`config.mk`:
```
export PLATFORM = sky130hd
export DESIGN_NAME = buf_swap_ctrl
export DESIGN_NICKNAME = d
export VERILOG_FILES = /design/src/rtl/buf_swap_ctrl.sv
export SDC_FILE = /design/constraint.sdc
export NUM_CORES = 1
export LEC_CHECK = 0
export BUFFER_PORTS_ARGS = -buffer_cell sky130_fd_sc_hd__buf_2
export CAP_MARGIN = 20
export CELL_PAD_IN_SITES_DETAIL_PLACEMENT = 1
export CELL_PAD_IN_SITES_GLOBAL_PLACEMENT = 2
export CORE_UTILIZATION = 25
export CTS_BUF_LIST = sky130_fd_sc_hd__clkbuf_4 sky130_fd_sc_hd__clkbuf_8
export CTS_CLUSTER_DIAMETER = 60
export CTS_CLUSTER_SIZE = 24
export DETAILED_ROUTE_END_ITERATION = 16
export PLACE_DENSITY_LB_ADDON = 0.1
export SYNTH_ARGS = -nofsm -noshare
export SYNTH_HDL_FRONTEND = slang
export SYNTH_SLANG_ARGS = --single-unit
```
`constraint.sdc`:
```
create_clock -name clk -period 3.5 [get_ports clk]
set_input_delay 0.35 -clock clk [delete_from_list [all_inputs] [get_ports clk]]
set_output_delay 0.35 -clock clk [all_outputs]
set_load 0.1 [all_outputs]
```
`src/rtl/buf_swap_ctrl.sv`:
```
// Double-buffer swap controller: triggers a back-buffer refill every frame_div vsyncs,
// arbitrates filler/host writes, and swaps buffers on vsync. Optional macro: BUF_SWAP_CTRL_TIMEOUT_EN.
module buf_swap_ctrl #(
  parameter int width      = 128,
  parameter int height     = 48,
  parameter int char_width = 8,
  parameter int frame_div  = 60,
  localparam int XW = (width  > 1) ? $clog2(width)  : 1,
  localparam int YW = (height > 1) ? $clog2(height) : 1
) (
  input  logic                  clk,
  input  logic                  reset,
  input  logic                  vsync,
  input  logic                  clear_req,
  input  logic                  fill_we,
  input  logic [XW-1:0]         fill_x,
  input  logic [YW-1:0]         fill_y,
  input  logic [char_width-1:0] fill_c,
  input  logic                  host_req,
  input  logic [XW-1:0]         host_x,
  input  logic [YW-1:0]         host_y,
  input  logic [char_width-1:0] host_c,
  output logic                  refresh,
  output logic                  zero_buf,
  output logic                  host_gnt,
  output logic                  mem_we,
  output logic [XW-1:0]         mem_x,
  output logic [YW-1:0]         mem_y,
  output logic [char_width-1:0] mem_c,
  output logic                  mem_sel,
  output logic                  front_sel,
  output logic                  busy
`ifdef BUF_SWAP_CTRL_TIMEOUT_EN
  , output logic                fill_err
`endif
);

  typedef enum logic [1:0] {
    IDLE    = 2'd0,
    FILL    = 2'd1,
    WAIT_VS = 2'd2,
    SWAP    = 2'd3
  } state_t;

  localparam logic [7:0] CNT_LAST = 8'(frame_div - 1);

  state_t     state_q;
  logic [7:0] vs_cnt_q;
  logic [7:0] vs_cnt_d;
  logic       vs_wrap_s;
  logic       pending_q;
  logic       clr_q;
  logic       we_prev_q;
  logic       refresh_q;
  logic       zero_buf_q;
  logic       front_sel_q;
  logic       busy_q;

`ifdef BUF_SWAP_CTRL_TIMEOUT_EN
  localparam int WD_LIMIT = width * height + 8;
  localparam int WDW      = $clog2(WD_LIMIT + 2);
  logic [WDW-1:0] wd_q;
  logic           fill_err_q;
  assign fill_err = fill_err_q;
`endif

  assign refresh   = refresh_q;
  assign zero_buf  = zero_buf_q;
  assign front_sel = front_sel_q;
  assign busy      = busy_q;
  assign mem_sel   = ~front_sel_q;

  // Frame counter next value; wrap marks a refill opportunity.
  always_comb begin
    vs_wrap_s = vsync & (vs_cnt_q == CNT_LAST);
    if (!vsync) begin
      vs_cnt_d = vs_cnt_q;
    end else if (vs_wrap_s) begin
      vs_cnt_d = 8'd0;
    end else begin
      vs_cnt_d = vs_cnt_q + 8'd1;
    end
  end

  // Back-buffer write arbitration: filler wins, host locked out during the swap cycle.
  always_comb begin
    host_gnt = host_req & ~fill_we & (state_q != SWAP);
    mem_we   = fill_we | host_gnt;
    if (fill_we) begin
      mem_x = fill_x;
      mem_y = fill_y;
      mem_c = fill_c;
    end else begin
      mem_x = host_x;
      mem_y = host_y;
      mem_c = host_c;
    end
  end

  // Controller FSM with registered refresh/zero_buf/front_sel/busy.
  always_ff @(posedge clk or negedge reset) begin
    if (!reset) begin
      state_q     <= IDLE;
      vs_cnt_q    <= 8'd0;
      pending_q   <= 1'b0;
      clr_q       <= 1'b0;
      we_prev_q   <= 1'b0;
      refresh_q   <= 1'b0;
      zero_buf_q  <= 1'b0;
      front_sel_q <= 1'b0;
      busy_q      <= 1'b0;
`ifdef BUF_SWAP_CTRL_TIMEOUT_EN
      wd_q        <= '0;
      fill_err_q  <= 1'b0;
`endif
    end else begin
      vs_cnt_q  <= vs_cnt_d;
      refresh_q <= 1'b0;
      if (clear_req) begin
        clr_q <= 1'b1;
      end else begin
        clr_q <= clr_q;
      end
      if (vs_wrap_s) begin
        pending_q <= 1'b1;
      end else begin
        pending_q <= pending_q;
      end

      case (state_q)
        IDLE: begin
          if (pending_q) begin
            // A wrap landing on the consume cycle is dropped: pending was already set.
            pending_q  <= 1'b0;
            refresh_q  <= 1'b1;
            zero_buf_q <= clr_q | clear_req;
            clr_q      <= 1'b0;
            we_prev_q  <= 1'b0;
            busy_q     <= 1'b1;
            state_q    <= FILL;
`ifdef BUF_SWAP_CTRL_TIMEOUT_EN
            wd_q       <= '0;
`endif
          end else begin
            busy_q  <= 1'b0;
            state_q <= IDLE;
          end
        end
        FILL: begin
          we_prev_q <= fill_we;
`ifdef BUF_SWAP_CTRL_TIMEOUT_EN
          wd_q      <= wd_q + 1'b1;
`endif
          if (we_prev_q & ~fill_we) begin
            state_q <= WAIT_VS;
            busy_q  <= 1'b1;
`ifdef BUF_SWAP_CTRL_TIMEOUT_EN
          end else if (wd_q >= WDW'(WD_LIMIT)) begin
            state_q    <= IDLE;
            busy_q     <= 1'b0;
            zero_buf_q <= 1'b0;
            fill_err_q <= 1'b1;
`endif
          end else begin
            state_q <= FILL;
            busy_q  <= 1'b1;
          end
        end
        WAIT_VS: begin
          busy_q <= 1'b1;
          if (vsync) begin
            state_q <= SWAP;
          end else begin
            state_q <= WAIT_VS;
          end
        end
        SWAP: begin
          front_sel_q <= ~front_sel_q;
          zero_buf_q  <= 1'b0;
          busy_q      <= 1'b0;
          state_q     <= IDLE;
        end
        default: begin
          zero_buf_q <= 1'b0;
          busy_q     <= 1'b0;
          state_q    <= IDLE;
        end
      endcase
    end
  end

endmodule

```
==> qor_table.md, run 1 <==
| Result | This run | Unit |
|---|---|---|
| Status | finished, final reports clean | - |
| Area leader, netlist | sky130_fd_sc_hd__dfrtp_1 | - |
| Areal power density over the cells | 630 | mW/mm^2 |
| Proportion of synthesized area in mux cells | 22.6 | % |
| Sum of negative setup slack | 0 | ns |
| Synthesized cell area | 0.00109 | mm^2 |
| Clock Tree Root | sky130_fd_sc_hd__clkbuf_8 | - |
| Core area | 0.00412 | mm^2 |
| Period utilization | 56.6 | % |
| Hold bufs inserted after CTS | 0 | - |
| P&R area growth vs syn | 42.2 | % |
| Sequential fraction of the synthesis area | 38.9 | % |
| Die extent in x | 68.2 | um |
| Global-route congestion overflow total | 0 | - |
| Arrival time of the worst setup path | 1.63 | ns |
| Crit path buf inv count | 1 | - |
| Reg2reg start | vs_cnt_q[2] | - |
| Type of origin of the critical path | flip-flop | - |
| Clock tree from TritonCTS | yes | - |
| Diode count | 0 | - |
| Slowest stage cell on the critical path | sky130_fd_sc_hd__buf_2 | - |
| Post-route clock skew | 0.00520 | ns |
| # nets final | 235 | - |
| Initial drt markers | 43 | - |
| Pre-Repair DR Iteration Count | 4 | - |
| Worst hold margin | 0.0121 | ns |
| Share of layout cells above drive strength 1 | 54.7 | % |
| Share of Yosys cell area claimed by the top area cell type | 38.9 | % |
| FF+latch area | 425 | um^2 |
| Worst-case vdd ir drop | 0.471 | mV |
| Top library cells by usage in the layout, fill and taps aside | 75 x sky130_fd_sc_hd__buf_2, 17 x sky130_fd_sc_hd__mux2_2, 17 x sky130_fd_sc_hd__dfrtp_1 | - |
| Final RePlAce weighted congestion | 0.761 | - |
| Detailed placer's ending HPWL | 2.59 | mm |
| Yosys synthesis warning count | 0 | - |
| Dominant combinational cell family by area after synthesis | multiplexers | - |
| Parity-gate share of the synthesized area counting xor and xnor cells | 3.20 | % |
| Number of distinct library cells after synthesis | 31 | - |
| Vias | 1072 | - |
| Synth Instances | 107 | - |
| Top Family by Delay on Critical Path | buffers and inverters | - |
| Static leakage power | 0.812 | nW |
| Tightest Pin Transition | 0.508 | ns |
| Largest cells by area after synthesis | sky130_fd_sc_hd__dfrtp_1 39%, sky130_fd_sc_hd__mux2_2 17%, sky130_fd_sc_hd__ha_1 5.7% | - |
| Number of synthesized register bits | 17 | - |
| Critical Path RT | 3.15 | ns |
| Residual antenna-violating net count after detailed routing | 0 | - |
| Wire length per cell | 13.7 | um |
| Highest net fanout along the worst path | 5 | - |
| Worst Path Class, Setup | reg -> out | - |
| Global-route wire length before repair | 4.75 | mm |
| Insertion delay of the later-clocked pin in the worst-skew pair | 0.25 | ns |
| Initial core utilization | 26.6 | % |
| Row cnt | 23 | - |
| Setup violators final | 0 | - |
| Chip Height | 68.2 | um |
| Post-CTS repair timing setup buffer count | 0 | - |
| Source of the critical timing path | state_q[0] | - |
| Total routing resource utilization after global routing | 13.8 | % |
| Synth Net Count | 160 | - |
| Die outline area | 0.00465 | mm^2 |
| Worst-path cell chain | ha_1 -> nand2b_1 -> nor2_1 -> buf_2 | - |
| Number of max-capacitance violations reported | 0 | - |
| Fillcell total | 513 | - |
| Count of pins on the block boundary | 76 | - |
| Pins Over Slew Limit | 0 | - |
| Max Buffers Root-to-Sink | 2 | - |
| Tightest Hold Check Type | in -> async | - |
| Number of levels the H-tree was split into | 1 | - |
| Pin count of the biggest net entering global routing | 26 | - |
| Arithmetic-cell share of the synthesized area counting full adders, half adders and majority gates | 5.71 | % |
| CP max stage delay | 0.44 | ns |
| Via density per instance | 4.64 | - |
| Maximum achievable frequency | 0.505 | GHz |
| Simple-gate share of the synthesized area | 16.0 | % |
| Count of endpoints failing hold in the final timing report | 0 | - |
| Drt drc | 0 | - |
| Synth Area in Compound Gates | 9.14 | % |
| Post-Syn Area per Cell | 10.2 | um^2 |
| Num Clock Sinks | 17 | - |
| RSZ-0062 raised after global routing | false | - |
| Final Routed Wirelength | 3.17 | mm |
| Clock transition at the registers of the reported paths | 0.07 | ns |
| Nature of the critical path endpoint | output pin | - |
| Worst rel slew slack | 66.2 | % |
| Buffers on Ports | 75 | - |
| Area of the multi-input gates | 621 | um^2 |
| Total clock buffers created by CTS | 3 | - |
| Post-CTS resize count | 0 | - |
| Leading cell type in the layout, fill and taps excluded | sky130_fd_sc_hd__buf_2 | - |
| Vias in the first global route | 1029 | - |
| Post-layout min period | 1.98 | ns |
| Initial antenna violation count | 0 | - |
-- routing by layer --
metal,share of wire (%),up-vias,GRT usage (%)
li1,-,521,-
met1,40,512,16.3
met2,54,34,24.8
met3,4.7,5,3.17
met4,0.88,0,3.91
met5,0,-,0
-- worst paths after layout --
check                      slack, ns                          to  depth (start not counted)
max                             1.52                    host_gnt                          4
min                             0.01                 vs_cnt_q[5]                          1
max reg2reg                     2.01                 vs_cnt_q[1]                          3
min reg2reg                     0.49                 vs_cnt_q[7]                          1
max in group asynchronous       3.20  asynchronous set/reset pin                          1
min in group clk                0.36                       clr_q                          3
-- final cells by class --
class	count	share of cell area [%]
Clock inverter	1	0.322
Multi-Input combinational cell	78	39.9
Tap cell	50	4.02
Timing Repair Buffer	75	24.1
Clock buffer	3	2.65
Sequential cell	17	27.3
Inverter	7	1.69
-- synthesized netlist by cell type (all sizes together) --
cell / count
or4b: 1
o21ai: 2
o22ai: 2
nand2b: 7
and2: 1
xor2: 4
clkbuf: 2
a22o: 1
dfrtp: 17
o21bai: 1
mux2: 22
inv: 7
nand4: 2
o211ai: 1
or3: 1
o2111ai: 1
a21oi: 2
nand2: 8
nor3: 2
a221oi: 1
a41oi: 1
nor2: 8
a32o: 1
o31ai: 1
ha: 5
nand3: 3
buf: 3
-- power by group --
| part | switching [mW] | internal [mW] | total, mW |
|---|---|---|---|
| registers | 0.0551 | 0.248 | 0.303 |
| logic | 0.397 | 0.133 | 0.529 |
| clock network | 0.0685 | 0.0790 | 0.148 |
-- kinds of logic (layout without fill, tap and decap cells) --
group | count (synthesis) | count (layout)
AO/OA/AOI/OAI | 14 | 14
AND/OR/NAND/NOR | 33 | 33
buffers and inverters | 12 | 86
multiplexers | 22 | 22
XOR/XNOR | 4 | 4
flip-flops | 17 | 17
adder cells (fa/ha/maj) | 5 | 5
-- flip-flops by register name (all words and copies together), names as in the netlist, named ones only --
name	flops
we_prev_q	1
zero_buf	1
busy	1
clr_q	1
refresh	1
front_sel	1
vs_cnt_q	8
state_q	1
pending_q	1
-- metrics by stage --
stage          total power, mW  instance area, um^2  std cells  worst slack (ns)  util, %
6_report                 0.980                 1560        231              1.52     37.8
5_1_grt                   1.04                 1560        231              1.44     37.8
4_1_cts                  0.994                 1560        231              1.49     37.8
3_5_place_dp             0.840                 1510        227              1.68     36.7
3_3_place_gp             0.827                 1510        227              1.72     36.7
2_1_floorplan            0.730                 1090        107              1.09        -
No activity file was read; power rests on OpenSTA's default activity.
==> run 2, diff against run 1 <==
Settings changed: CORE_UTILIZATION 25 to 21.
Clock period 3.5 ns to 1.7 ns, I/O delays scaled along.
==> run 2 against run 1 <==
Compared with the run above:
- global-route usage decreased by 1.4 points
- register-to-register slack lost 1.7 ns
- highest routed layer unchanged
- via count is 2.4% higher
- non-clock buffer count is 3 higher
- count of clock-buffer cells in the layout increased by 1
- flip-flop and latch count stayed put
- first-iteration DRC count shrank 58%
- routed wire length down 1.6%
- combinational power grew 120%
- clock skew is 0.0037 ns lower
- critical path type unchanged
- worst hold slack better by 0.14 ns
==> qor_table.md, run 2 (synthesis gave the netlist of run 1 again) <==
| Result | This run | Unit | vs previous |
|---|---|---|---|
| Tightest Pin Transition | 0.518 | ns | was 0.508 ns |
| Static leakage power | 0.830 | nW | was 0.812 nW |
| Leading cell type in the layout, fill and taps excluded | sky130_fd_sc_hd__buf_2 | - | unchanged |
| P&R area growth vs syn | 50.7 | % | was 42.2% |
| Clock transition at the registers of the reported paths | 0.06 | ns | was 0.07 ns |
| Total routing resource utilization after global routing | 12.4 | % | was 13.8% |
| Setup violators final | 0 | - | unchanged |
| Row cnt | 25 | - | was 23 |
| Flip-flop count of the largest register, all copies and words added | 8 | - | unchanged |
| Slack of the worst reg-to-reg path | 0.30 | ns | was 2.01 ns |
| Core area | 0.00488 | mm^2 | was 0.00412 mm^2 |
| Detailed placer's ending HPWL | 2.60 | mm | was 2.59 mm |
| Diode count | 0 | - | unchanged |
| Number of max-capacitance violations reported | 0 | - | unchanged |
| Worst-path cell chain | ha_2 -> nand2b_1 -> nand2b_1 -> buf_12 | - | was ha_1 -> nand2b_1 -> nor2_1 -> buf_2 |
| Post-route clock skew | 0.00152 | ns | was 0.00520 ns |
| Clock Tree Root | sky130_fd_sc_hd__clkbuf_8 | - | unchanged |
| Final Routed Wirelength | 3.11 | mm | was 3.17 mm |
| Pre-Repair DR Iteration Count | 3 | - | was 4 |
| Chip Height | 74.2 | um | was 68.2 um |
| Worst Path Class, Setup | reg -> out | - | unchanged |
| Highest net fanout along the worst path | 4 | - | was 5 |
| Area of the multi-input gates | 631 | um^2 | was 621 um^2 |
| Initial antenna violation count | 0 | - | unchanged |
| Via density per instance | 4.37 | - | was 4.64 |
| Post-layout min period | 1.58 | ns |  |
| RSZ-0062 raised after global routing | false | - | unchanged |
| Number of levels the H-tree was split into | 1 | - | unchanged |
| Vias | 1098 | - | was 1072 |
| Pins Over Slew Limit | 0 | - | unchanged |
| Die outline area | 0.00551 | mm^2 | was 0.00465 mm^2 |
| CP dominant cell by count | sky130_fd_sc_hd__nand2b_1 | - |  |
| # nets final | 238 | - | was 235 |
| Tightest Hold Check Type | in -> reg | - | was in -> async |
| Arrival time of the worst setup path | 1.41 | ns | was 1.63 ns |
| Share of layout cells above drive strength 1 | 57.1 | % | was 54.7% |
| Worst-case setup margin in the final layout | 0.121 | ns | was 1.52 ns |
| Vias in the first global route | 1195 | - | was 1029 |
| Final RePlAce weighted congestion | 0.696 | - | was 0.761 |
| Top reg by flops | vs_cnt_q | - | unchanged |
| Slowest stage cell on the critical path | sky130_fd_sc_hd__dfrtp_1 | - | was sky130_fd_sc_hd__buf_2 |
| Count of endpoints failing hold in the final timing report | 0 | - | unchanged |
| Areal power density over the cells | 1260 | mW/mm^2 | was 630 mW/mm^2 |
| Nature of the critical path endpoint | output pin | - | unchanged |
| FF+latch area | 427 | um^2 | was 425 um^2 |
| Insertion delay of the later-clocked pin in the worst-skew pair | 0.25 | ns | about the same |
| Clock tree from TritonCTS | yes | - | unchanged |
| Period utilization | 92.9 | % |  |
| Worst hold margin | 0.151 | ns | was 0.0121 ns |
| Residual antenna-violating net count after detailed routing | 0 | - | unchanged |
| Wire length per cell | 12.4 | um | was 13.7 um |
| Num Clock Sinks | 17 | - | unchanged |
| Max Buffers Root-to-Sink | 2 | - | unchanged |
| Initial core utilization | 22.4 | % | was 26.6% |
| Global-route congestion overflow total | 0 | - | unchanged |
| Pin count of the biggest net entering global routing | 26 | - | unchanged |
| Post-Layout Inst Area | 0.00165 | mm^2 | was 0.00156 mm^2 |
| CP max stage delay | 0.40 | ns | was 0.44 ns |
| Drt drc | 0 | - | unchanged |
| Total clock buffers created by CTS | 3 | - | unchanged |
| Count of pins on the block boundary | 76 | - | unchanged |
| Buffers on Ports | 75 | - | unchanged |
| Fillcell total | 607 | - | was 513 |
| Placed instance area | 0.00158 | mm^2 | was 0.00151 mm^2 |
| Maximum achievable frequency | 0.633 | GHz |  |
| Initial drt markers | 18 | - | was 43 |
| Worst-case vdd ir drop | 0.350 | mV | was 0.471 mV |
| Worst rel slew slack | 65.5 | % | was 66.2% |
| Top library cells by usage in the layout, fill and taps aside | 73 x sky130_fd_sc_hd__buf_2, 17 x sky130_fd_sc_hd__mux2_2, 16 x sky130_fd_sc_hd__dfrtp_1 | - | was 75 x sky130_fd_sc_hd__buf_2, 17 x sky130_fd_sc_hd__mux2_2, 17 x sky130_fd_sc_hd__dfrtp_1 |
| Util after Layout | 33.8 | % | was 37.8% |
| Critical Path RT | 1.53 | ns | was 3.15 ns |
| Type of origin of the critical path | flip-flop | - | unchanged |
| Worst setup slack before clock tree synthesis | 0.229 | ns | was 1.68 ns |
| Status | finished, final reports clean | - | unchanged |
| Global-route wire length before repair | 5.28 | mm | was 4.75 mm |
| Die extent in x | 74.2 | um | was 68.2 um |
run 2: metrics by stage:
| step | instances | total power [mW] | setup TNS [ns] |
|---|---|---|---|
| final | 251 | 2.08 | 0 |
| after global placement | 245 | 1.75 | 0 |
| after CTS | 250 | 2.10 | 0 |
| after floorplan | 107 | 1.52 | -0.0242 |
| after global routing | 251 | 2.21 | 0 |
| after detailed placement | 245 | 1.77 | 0 |
run 2: critical path, delay by kind of cell (launching register included):
| family | cells | cell delay (ns) |
|---|---|---|
| fa+ha+maj | 1 | 0.22 |
| buf+inv | 1 | 0.19 |
| flops | 1 | 0.40 |
| simple gates | 2 | 0.34 |
run 2: report_power, final:
part | switching, mW | internal, mW
combinational | 0.844 | 0.309
sequential | 0.0990 | 0.513
clock | 0.131 | 0.182
total | 1.07 | 1.00
run 2: cell type report:
type | count | area share (%)
multi-input combinational | 78 | 38.2
sequential | 17 | 25.9
tap | 67 | 5.08
inverter | 7 | 1.82
clock buffer | 4 | 2.96
timing repair buffer | 78 | 26.1
run 2: worst paths after layout:
check / from / end / depth (start not counted)
min reg2reg: clr_q / clr_q / 2
min in group asynchronous: reset / zero_buf / 2
min: clear_req / clr_q / 3
max: state_q[0] / mem_we / 4
max in group asynchronous: reset / front_sel / 2
max reg2reg: vs_cnt_q[6] / vs_cnt_q[1] / 3
run 2: routing by layer:
| metal | global-route usage (%) | vias to the layer above | wire length [um] |
|---|---|---|---|
| li1 | - | 529 | - |
| met1 | 13.9 | 506 | 1240 |
| met2 | 22.0 | 61 | 1510 |
| met3 | 4.34 | 2 | 332 |
| met4 | 3.85 | 0 | 34 |
| met5 | 0 | - | 0 |
run 2: what timing repair did:
item / in CTS / in global routing
setup endpoints to repair: 0 / 2
gates resized for setup: 0 / 1
hold buffers: 1 / 0
endpoints found under the hold margin: 17 / 0
setup buffers: 0 / 1
==> run 3, diff against run 2 <==
Settings changed: REMOVE_ABC_BUFFERS set to 1.
==> run 3 against run 2 <==
Compared with the run above:
- cell area decreased by 0.91%
- core utilization down 0.31 points
- global-route usage grew 0.67 points
==> qor_table.md, run 3 (synthesis gave the netlist of run 1 again) <==
| Result | This run | Unit | vs previous |
|---|---|---|---|
| Routed wire length on met2 | 1.84 | mm | was 1.51 mm |
| Number of levels the H-tree was split into | 1 | - | unchanged |
| P&R area growth vs syn | 49.4 | % | was 50.7% |
| Drt drc | 0 | - | unchanged |
| Count of endpoints failing hold in the final timing report | 0 | - | unchanged |
| Core area | 0.00488 | mm^2 | unchanged |
| Leading cell type in the layout, fill and taps excluded | sky130_fd_sc_hd__buf_2 | - | unchanged |
| Areal power density over the cells | 1260 | mW/mm^2 | about the same |
| Share of layout cells above drive strength 1 | 55.4 | % | was 57.1% |
| RSZ-0062 raised after global routing | false | - | unchanged |
| Static leakage power | 0.838 | nW | was 0.830 nW |
| Met1 layer wirelength in the final routing | 1.22 | mm | was 1.24 mm |
| Wire length per cell | 13.1 | um | was 12.4 um |
| Count of pins on the block boundary | 76 | - | unchanged |
| Crit path buf inv count | 1 | - | unchanged |
| Tightest Pin Transition | 0.514 | ns | was 0.518 ns |
| Clock transition at the registers of the reported paths | 0.07 | ns | was 0.06 ns |
| Cells on worst reg2reg path | 3 | - | unchanged |
| Post-layout min period | 1.58 | ns | about the same |
| Number of instances on the worst hold path | 3 | - | unchanged |
| Top Family by Delay on Critical Path | flip-flops | - | unchanged |
| Worst-case setup margin in the final layout | 0.121 | ns | about the same |
| Fillcell total | 603 | - | was 607 |
| Die outline area | 0.00551 | mm^2 | unchanged |
| Worst-path cell chain | ha_1 -> nand2b_1 -> nor2_2 -> buf_12 | - | was ha_2 -> nand2b_1 -> nand2b_1 -> buf_12 |
| Type of origin of the critical path | flip-flop | - | unchanged |
| Slack of the worst reg-to-reg path | 0.30 | ns | about the same |
| Internal Pwr Total | 0.971 | mW | was 1.00 mW |
| Clock tree from TritonCTS | yes | - | unchanged |
| Worst rel slew slack | 65.8 | % | was 65.5% |
| Buffers on Ports | 75 | - | unchanged |
| Worst Path Class, Setup | reg -> out | - | unchanged |
| Global-route congestion overflow total | 0 | - | unchanged |
| Switching Share | 52.8 | % | was 51.7% |
| Total met3 wirelength after detailed routing | 173 | um | was 332 um |
| Detailed placer's ending HPWL | 2.72 | mm | was 2.60 mm |
| Total power | 2.06 | mW | was 2.08 mW |
| Vias in the first global route | 1284 | - | was 1195 |
| Highest net fanout along the worst path | 5 | - | was 4 |
| Pin count of the biggest net entering global routing | 26 | - | unchanged |
| Status | finished, final reports clean | - | unchanged |
| Pins Over Slew Limit | 0 | - | unchanged |
| Top library cells by usage in the layout, fill and taps aside | 73 x sky130_fd_sc_hd__buf_2, 17 x sky130_fd_sc_hd__mux2_2, 17 x sky130_fd_sc_hd__dfrtp_1 | - | was 73 x sky130_fd_sc_hd__buf_2, 17 x sky130_fd_sc_hd__mux2_2, 16 x sky130_fd_sc_hd__dfrtp_1 |
| Post-route clock skew | 0.00112 | ns | was 0.00152 ns |
| Vias | 1098 | - | unchanged |
| Maximum achievable frequency | 0.633 | GHz | about the same |
| Share of total power in combinational logic | 55.5 | % | about the same |
| Global-route wire length before repair | 5.52 | mm | was 5.28 mm |
| Period utilization | 92.9 | % | about the same |
| Top reg by flops | vs_cnt_q | - | unchanged |
| Diode count | 0 | - | unchanged |
| Setup violators final | 0 | - | unchanged |
| Final Routed Wirelength | 3.29 | mm | was 3.11 mm |
| Via density per instance | 4.37 | - | unchanged |
| Pre-Repair DR Iteration Count | 4 | - | was 3 |
| Initial drt markers | 19 | - | was 18 |
| Row cnt | 25 | - | unchanged |
| Total routing resource utilization after global routing | 13.1 | % | was 12.4% |
| Final RePlAce weighted congestion | 0.742 | - | was 0.696 |
| Number of max-capacitance violations reported | 0 | - | unchanged |
| Flip-flop count of the largest register, all copies and words added | 8 | - | unchanged |
| Share of power burned in registers | 29.4 | % | was 29.5% |
| Insertion delay of the later-clocked pin in the worst-skew pair | 0.25 | ns | about the same |
| Clock Tree Root | sky130_fd_sc_hd__clkbuf_8 | - | unchanged |
| Slowest stage cell on the critical path | sky130_fd_sc_hd__dfrtp_1 | - | unchanged |
| Residual antenna-violating net count after detailed routing | 0 | - | unchanged |
| Post-CTS repair timing setup buffer count | 0 | - | unchanged |
| Nature of the critical path endpoint | output pin | - | unchanged |
| Chip Height | 74.2 | um | unchanged |
| Initial antenna violation count | 0 | - | unchanged |
| Number of cells on the critical path | 4 | - | unchanged |
| # nets final | 238 | - | unchanged |
| Worst setup slack before clock tree synthesis | 0.242 | ns | was 0.229 ns |
| Max Buffers Root-to-Sink | 2 | - | unchanged |
| Total clock buffers created by CTS | 3 | - | unchanged |
| Top Layer Used | met4 | - | unchanged |
| CP max stage delay | 0.42 | ns | was 0.40 ns |
| Tightest Hold Check Type | in -> reg | - | unchanged |
| Die extent in x | 74.2 | um | unchanged |
| Clock share of power | 15.0 | % | was 15.1% |
| Critical Path RT | 1.53 | ns | about the same |
| Arrival time of the worst setup path | 1.41 | ns | about the same |
| Switch Pwr | 1.09 | mW | was 1.07 mW |
| Num Clock Sinks | 17 | - | unchanged |
| Worst-case vdd ir drop | 0.406 | mV | was 0.350 mV |
| Initial core utilization | 22.4 | % | unchanged |
-- run 3: cell types whose count changed in the layout (fill, tap and decap cells not counted), sizes merged --
cell	delta
clkinv	+1
inv	+1
clkbuf	-1
clkinvlp	-1
-- run 3: what timing repair did --
| action | CTS | global route |
|---|---|---|
| setup endpoints to repair | 0 | 1 |
| hold buffers | 1 | 0 |
| resized for setup | 0 | 1 |
| endpoints found under the hold margin | 17 | 0 |
-- run 3: through the flow --
| stage | util, % | hold WS (ns) | area, um^2 | cells | setup TNS, ns |
|---|---|---|---|---|---|
| after detailed placement | 32.3 | 0.133 | 1580 | 246 | 0 |
| after floorplan | - | -0.126 | 1070 | 102 | -0.597 |
| after global placement | 32.3 | 0.122 | 1580 | 246 | 0 |
| final | 33.5 | 0.153 | 1640 | 251 | 0 |
| after global routing | 33.5 | 0.197 | 1640 | 251 | 0 |
| after CTS | 33.5 | 0.147 | 1630 | 251 | 0 |
-- run 3: routing by layer --
layer	vias to the layer above	global-route usage, %
li1	526	-
met1	525	13.0
met2	43	25.7
met3	4	2.57
met4	0	6.20
met5	-	0
-- run 3: path summary, 6_finish.rpt --
check / startpoint / endpoint
worst max-delay path: state_q[0] / host_gnt
worst min-delay path: clear_req / clr_q
worst max register to register: vs_cnt_q[2] / vs_cnt_q[1]
worst min register to register: vs_cnt_q[7] / vs_cnt_q[7]
max in group asynchronous: reset / zero_buf
min in group asynchronous: reset / vs_cnt_q[0]
-- run 3: area by class of cell --
cell class                      instances  area [um^2]  area share (%)
Timing Repair Buffer                   78          430            26.3
Multi-Input combinational cell         78          623            38.1
Tap cell                               67         83.8            5.13
Clock inverter                          1         5.00           0.306
Inverter                                7         26.3            1.61
Clock buffer                            3         41.3            2.52
Sequential cell                        17          425            26.0
-- run 3: tightest hold or removal path: cells and delay by family --
family,cells,cell delay (ns)
buffers and inverters,1,0.07
AND/OR/NAND/NOR,2,0.12
-- run 3: power groups by stage --
stage               Combinational [mW]  Sequential [mW]  Clock, mW
floorplan                        0.725            0.765          0
global placement                  1.14            0.606          0
detailed placement                1.15            0.615          0
CTS                               1.16            0.608      0.325
global route                      1.22            0.618      0.341
finish                            1.14            0.606      0.309
